## config.mk

```make
export PLATFORM = sky130hd
export DESIGN_NAME = mem_responder_flat
export DESIGN_NICKNAME = d
export VERILOG_FILES = /design/src/rtl/mem_responder_if.sv /design/src/rtl/mem_responder.sv /design/src/flat_wrapper.sv
export SDC_FILE = /design/constraint.sdc
export NUM_CORES = 2
export LEC_CHECK = 0
export ABC_AREA = 1
export BUFFER_PORTS_ARGS = -buffer_cell sky130_fd_sc_hd__buf_2
export CORE_UTILIZATION = 50
export DETAILED_ROUTE_END_ITERATION = 6
export PLACE_DENSITY = 0.71
export SYNTH_ARGS = -nofsm -noshare
export SYNTH_HDL_FRONTEND = slang
export SYNTH_SLANG_ARGS = --single-unit
```

## constraint.sdc

```tcl
create_clock -name clk -period 6.61 [get_ports clk]
set_input_delay 0.661 -clock clk [delete_from_list [all_inputs] [get_ports clk]]
set_output_delay 0.661 -clock clk [all_outputs]
set_load 0.01 [all_outputs]
```

## src/rtl/mem_responder_if.sv

```systemverilog
// Memory port bundle between the processor datapath (master) and the memory responder (slave).
interface mem_responder_if;
  logic        mem_req;
  logic        mem_write;
  logic [31:0] adr;
  logic [31:0] write_data;
  logic [31:0] read_data;
  logic        mem_ready;
  logic        mem_err;

  modport master (
    output mem_req, mem_write, adr, write_data,
    input  read_data, mem_ready, mem_err
  );

  modport slave (
    input  mem_req, mem_write, adr, write_data,
    output read_data, mem_ready, mem_err
  );
endinterface

```

## src/rtl/mem_responder.sv

```systemverilog
// Unified instruction/data word memory with a request/ready handshake and a fixed,
// parameterised number of wait states. Misaligned or out-of-range accesses return an
// error response instead of aliasing onto an in-range word.
module mem_responder #(
  parameter int unsigned AW      = 6,  // log2 of depth in 32-bit words
  parameter int unsigned LATENCY = 2   // edges from acceptance to response, 1..15
) (
  input logic           clk,
  input logic           reset,
  mem_responder_if.slave bus
);

  localparam int unsigned Depth     = 1 << AW;
  localparam logic [3:0]  CntLoad   = 4'(LATENCY - 1);
  localparam logic [31:0] ErrorWord = 32'hDEADBEEF;

  typedef enum logic [1:0] {StIdle, StWait, StResp} state_e;

  state_e        state;
  logic [3:0]    cnt;
  logic          write_q;
  logic [31:0]   adr_q;
  logic [31:0]   wdata_q;
  logic [31:0]   rdata_q;
  logic          ready_q;
  logic          err_q;

  logic [31:0]   mem [Depth];

  logic [AW-1:0] index;
  logic          addr_err;
  logic          access;

  // Decode always works on the captured address, so late input changes cannot leak in.
  assign index    = adr_q[AW+1:2];
  assign addr_err = (adr_q[1:0] != 2'b00) || ((adr_q >> (AW + 2)) != 32'd0);
  assign access   = (state == StWait) && (cnt == 4'd0);

  assign bus.read_data = rdata_q;
  assign bus.mem_ready = ready_q;
  assign bus.mem_err   = err_q;

  // Handshake FSM: accept in IDLE/RESP, count wait states, then emit a one-cycle response.
  always_ff @(posedge clk) begin
    if (reset) begin
      state   <= StIdle;
      cnt     <= 4'd0;
      write_q <= 1'b0;
      adr_q   <= 32'd0;
      wdata_q <= 32'd0;
      rdata_q <= 32'd0;
      ready_q <= 1'b0;
      err_q   <= 1'b0;
    end else begin
      ready_q <= 1'b0;
      unique case (state)
        StIdle, StResp: begin
          if (bus.mem_req) begin
            write_q <= bus.mem_write;
            adr_q   <= bus.adr;
            wdata_q <= bus.write_data;
            cnt     <= CntLoad;
            state   <= StWait;
          end else begin
            state <= StIdle;
          end
        end
        StWait: begin
          // Requests arriving here are dropped; the requester must hold or re-issue.
          if (cnt != 4'd0) begin
            cnt <= cnt - 4'd1;
          end else begin
            state   <= StResp;
            ready_q <= 1'b1;
            err_q   <= addr_err;
            if (addr_err) begin
              rdata_q <= ErrorWord;
            end else if (write_q) begin
              rdata_q <= wdata_q;
            end else begin
              rdata_q <= mem[index];
            end
          end
        end
        default: state <= StIdle;
      endcase
    end
  end

  // Array commit on the WAIT->RESP edge; contents survive reset, and an aborted write never lands.
  always_ff @(posedge clk) begin
    if (!reset && access && write_q && !addr_err) begin
      mem[index] <= wdata_q;
    end
  end

endmodule

```

## src/flat_wrapper.sv

```systemverilog
// flat-port wrapper written by rule: the top's interface ports become plain ports
module mem_responder_flat 
#(
  parameter int unsigned AW      = 6,                                  
  parameter int unsigned LATENCY = 2                                              
)
  (clk, reset, bus_mem_req, bus_mem_write, bus_adr, bus_write_data, bus_read_data, bus_mem_ready, bus_mem_err);
  mem_responder_if bus_i ();
  input logic clk;
  input logic reset;
  input wire logic [$bits(bus_i.mem_req)-1:0] bus_mem_req;
  input wire logic [$bits(bus_i.mem_write)-1:0] bus_mem_write;
  input wire logic [$bits(bus_i.adr)-1:0] bus_adr;
  input wire logic [$bits(bus_i.write_data)-1:0] bus_write_data;
  output wire logic [$bits(bus_i.read_data)-1:0] bus_read_data;
  output wire logic [$bits(bus_i.mem_ready)-1:0] bus_mem_ready;
  output wire logic [$bits(bus_i.mem_err)-1:0] bus_mem_err;
  assign bus_i.mem_req = bus_mem_req;
  assign bus_i.mem_write = bus_mem_write;
  assign bus_i.adr = bus_adr;
  assign bus_i.write_data = bus_write_data;
  assign bus_read_data = bus_i.read_data;
  assign bus_mem_ready = bus_i.mem_ready;
  assign bus_mem_err = bus_i.mem_err;
  mem_responder #(.AW(AW), .LATENCY(LATENCY)) u_core (.clk(clk), .reset(reset), .bus(bus_i));
endmodule
```

# After elaboration in Yosys (flattened, before gate mapping)
# Memories as Yosys holds them, arrays and structs flattened. A register that Yosys moved wholly into a read port is not among the register bits.
# Index checks and enable logic that the tools add are counted.
# word_totals
input_bits	68
out_inout_bits	34
regBits	105
word_cells	48
ram_bits	2048
memories	1
# classes
n_eq_ne	5
n_addsub	1
n_mux	13
bitwise_logic	2
reduce_logical	18
# memory_table
memory	words	width	read_ports	rd_clocked_by_memory_dff	wr	line	source
u_core.mem	64	32	1	1	1	mem_responder.sv:28	logic [31:0] mem [Depth];
# ops
operator	n
$mux 32	2
$reduce_bool 32->1	1
$mux 6	2
$mux 4	2
$pmux 4 s2	1
$ne 2x2->1 const B	3
$logic_and 1x1->1	4
$logic_not 4->1	1
$mux 1	4
$pmux 2 s2	1
$reduce_and 2->1	2
$reduce_bool 2->1	2
$reduce_bool 4->1	1
$reduce_or 2->1	2
$sub 4x1->4 const B	1
$reduce_and 3->1	1
$eq 2x1->1 const B	1
$eq 2x2->1 const B	1
$logic_not 1->1	2
$logic_not 2->1	1
$mux 2	1
$not 1->1	2
$logic_or 1x1->1	1

# Depth between registers and ports, before layout
# depth
depth_word	7
depth_mapped	15

# Worst setup path before layout
# Ideal clock, no wire load.
# synth_path
path_kind	register -> register
start	register u_core.cnt[0]
end	memory u_core.mem[10][0], enable pin
required_time_ns	6.149
n_path_buf	1
slack_ns	2.449
stages_incl_launch_ff	12
arrival_time_ns	3.700
setup_ns	0.461
cell_sequence	dfxtp_1 -> inv_1 -> ha_1 -> inv_1 -> nor3_1 -> nor2_1 -> nor2_4 -> inv_2 -> nor2_2 -> nand3_2 -> buf_2 -> nor3_1
# synth_between
elab_chain_len	7
# synth_rtl
element	line	source
from (decl)	mem_responder.sv:20	logic [3:0] cnt;
from (signal assigned)	mem_responder.sv:62	cnt <= CntLoad;
from (signal assigned)	mem_responder.sv:71	cnt <= cnt - 4'd1;
$logic_not 4->1	mem_responder.sv:37	assign access = (state == StWait) && (cnt == 4'd0);
$logic_and 1x1->1	mem_responder.sv:37	
$logic_and 1x1->1 (3 in a row)	mem_responder.sv:92	if (!reset && access && write_q && !addr_err) begin
$mux 1	mem_responder.sv:92	
$mux 1 (implied by the code)	mem_responder.sv:93	mem[index] <= wdata_q;
to (decl)	mem_responder.sv:28	
# No other way between the ends.

# Worst setup path after layout
# layout_path
start	register u_core.cnt[0]
end	memory u_core.mem[52][11], enable pin
# The elaborated chain is that of the path after synthesis.

==> run metrics <==
WL per Instance 23.4 microns; pwr/cell area 306 nW/um^2; crit-path cells inv_1 -> ha_1 -> inv_1 -> nor3_1 -> nor2_1 -> nor2_4 -> buf_4 -> inv_2 -> nor2_2 -> nand3_2 -> nor3_2 -> buf_4; r2r setup slk 2.00 ns; worst hold path endpoint u_core.wdata_q[1]; Starting Density 0.504; Slew HR 0.104; clk slew on worst S/H paths 0.06 ns; switching power 7150 uW; Max clock buf depth 3; Clk Latency, worst-skew pair 0.86 ns; PostCTS Resize Cnt 0; drt pass-1 iters 6; core area 172000 sq um; CTS Hold Bufs 0; Leak 0.0344 uW; # DRC 0; chip height 418 microns; largest delay contributor family on the critical path simple AND/OR/NAND/NOR gates; logic gate share of total power 0.089; Buf/Inv on CP 5; HP Start bus_write_data[1]; endpoint class of the critical path flip-flop; Mapped Avg Cell Area 11.7 sq um; Worst VDD drop 0.259 mV; Post-Route Setup TNS 0 ns; CP max-delay cell nor3_2; R2R depth 12; gr usage total 0.259; critical path type flip-flop to flip-flop; Critical Path RT 7.11 ns; Synth Warn # 0; clock skew 0.0461 ns; Clk pwr share 0.389; Clock Sinks 2159; Fin. Hold Viols 0; I/O Buffers 101; Setup Buffers After CTS 0; status finished clean; Netlist Area Pre-Place 86500 sq um; synthesized netlist cell count 7385; WL final 230 mm; Distinct cells, synth 29; Nets 7413; synthesis-stage register bit count 2159; gpl congestion 0.930; Area Overhead vs Synth 10.6%; Antenna Nets Post-Route 0; fmax 217 MHz; post-layout util 0.557; Via Count 57600; Post-DP HPWL 121 mm; share of layout cells above drive strength 1 0.0866; Mapped Nets 7454; RSZ-0062 raised after global routing no; maximum fanout along the worst path 51; sequential area share after synthesis 0.736; first-pass GRT wire length 339 mm; P_int 22100 uW; CTS root buf clkbuf_16; Sw Share 0.244; via-per-instance ratio 5.86; # rows 152; Final Critical Period 4.61 ns; CTS Buf Count 204; crit share post-route 0.697; Slew Viols, Final 0; worst slew pin tran 1.34 ns; number of global-route vias before repair 54600; H-tree depth 4; grt ovf 0; worst min path class input pin to flip-flop; worst path arrival time 5.11 ns; full die area 175000 sq um; Power Total 29300 uW; sequential share of power 0.523; initial antenna violation count 8; # IOs 102; Die Width 418 microns; Critical Path Start Type flip-flop; CP max stage delay 0.97 ns; Crit Reg-Reg Startpoint u_core.cnt[0]; pin count of the biggest net entering global routing 216; CTS tree yes; Setup-failing EPs final 0; Iteration-0 DRC Markers 7952; Hold Crit Depth 3; RR Endpoint u_core.mem[52][11]; max_cap viols 0
## power groups by stage
stage / logic (uW) / clock network (uW) / registers [uW]
3_5_place_dp: 2540 / 0 / 15600
3_3_place_gp: 2500 / 0 / 15600
5_1_grt: 2790 / 12000 / 15300
6_report: 2600 / 11400 / 15300
2_1_floorplan: 1490 / 0 / 15600
4_1_cts: 2560 / 11500 / 15300
## cell usage after synthesis, drive strengths merged
| cell | number | area [sq um] |
|---|---|---|
| nand2 | 2503 | 9400 |
| nand4 | 3 | 18.8 |
| nor2 | 152 | 581 |
| inv | 32 | 120 |
| and3 | 1 | 6.26 |
| o21ai | 90 | 450 |
| dfxtp | 111 | 2220 |
| nor4 | 1 | 6.26 |
| o22ai | 1 | 6.26 |
| nand3 | 1828 | 9160 |
| edfxtp | 2048 | 61500 |
| a31oi | 1 | 6.26 |
| ha | 1 | 12.5 |
| buf | 354 | 1900 |
| nor3b | 1 | 7.51 |
| clkinv | 3 | 12.5 |
| o211ai | 1 | 7.51 |
| or2 | 19 | 119 |
| nor3 | 52 | 260 |
| a21oi | 50 | 250 |
| clkbuf | 133 | 499 |
## worst max path at each step
stage / startpoint / end / slack [ns] / cells past startpoint
2_1_floorplan: u_core.cnt[0] / u_core.mem[10][0] / 2.45 / 11
3_3_place_gp: u_core.cnt[0] / u_core.mem[52][7] / 2.11 / 12
3_5_place_dp: u_core.cnt[0] / u_core.mem[52][7] / 2.08 / 12
4_1_cts: u_core.cnt[0] / u_core.mem[52][16] / 2.07 / 12
5_1_grt: u_core.cnt[0] / u_core.mem[52][16] / 1.71 / 12
6_report: u_core.cnt[0] / u_core.mem[52][11] / 2.00 / 12
## cells by family after synthesis
| group | after synthesis | share of synthesized area |
|---|---|---|
| buffers and inverters | 522 | 0.0292 |
| AOI/OAI and AO/OA | 143 | 0.00833 |
| and+or+nand+nor | 4560 | 0.226 |
| DFF | 2159 | 0.736 |
| adders and majority gates | 1 | 0.000145 |
## area by class of cell
| class | instances | area (sq um) |
|---|---|---|
| diodes | 2 | 5.00 |
| well taps | 2310 | 2890 |
| clock buffers | 285 | 5650 |
| repair buffers | 240 | 1720 |
| inverters | 35 | 168 |
| clock inverters | 95 | 823 |
| flip-flops and latches | 2159 | 63800 |
| multi-input cells | 4704 | 20700 |
| fillers | 13700 | 76000 |
## tightest hold or removal path: stages
cell,delay (ns)
buf_2,0.07
o21ai_0,0.07
nor2_1,0.08
## sequential cells by signal, summed over array words and instances (netlist names), named ones only
signal and flops:
u_core.adr_q 32, u_core.bus.mem_err 1, u_core.bus.mem_ready 1, u_core.bus.read_data 32
u_core.cnt 4, u_core.mem 2048, u_core.state 2, u_core.wdata_q 32
u_core.write_q 1
## layout by cell type (no fill, tap or decap), drive strengths merged
cell type / Yosys / layout
and3: 1 / 1
nand4: 3 / 3
ha: 1 / 1
a21oi: 50 / 50
nor4: 1 / 1
nand3: 1828 / 1828
or2: 19 / 19
bufinv: 0 / 11
nor3b: 1 / 1
nor3: 52 / 52
buf: 354 / 240
inv: 32 / 37
diode: 0 / 2
a31oi: 1 / 1
nand2: 2503 / 2503
o22ai: 1 / 1
clkbuf: 133 / 285
dfxtp: 111 / 111
o21ai: 90 / 90
o211ai: 1 / 1
nor2: 152 / 152
clkinvlp: 0 / 1
clkinv: 3 / 81
edfxtp: 2048 / 2048
## routing by layer
metal | share of wire | routed length (microns) | vias to the layer above | global-route usage
li1 | - | - | 25900 | -
met3 | 0.10 | 23100 | 484 | 0.0513
met4 | 0.038 | 8780 | 4 | 0.102
met5 | 0.00011 | 25 | - | 0
met1 | 0.38 | 88600 | 28200 | 0.347
met2 | 0.48 | 110000 | 3041 | 0.415
## per-stage QoR
| step | instance area, sq um | worst slack, ns | hold WS [ns] | instances |
|---|---|---|---|---|
| 6_report | 95700 | 2.00 | 0.0703 | 9830 |
| 5_1_grt | 95700 | 1.71 | 0.0614 | 9828 |
| 4_1_cts | 95700 | 2.07 | 0.0192 | 9828 |
| 3_5_place_dp | 89200 | 2.08 | 0.462 | 9448 |
| 3_3_place_gp | 89200 | 2.11 | 0.457 | 9448 |
| 2_1_floorplan | 86500 | 2.45 | 0.449 | 7385 |
Note: power is estimated with default switching activity, not from simulation.
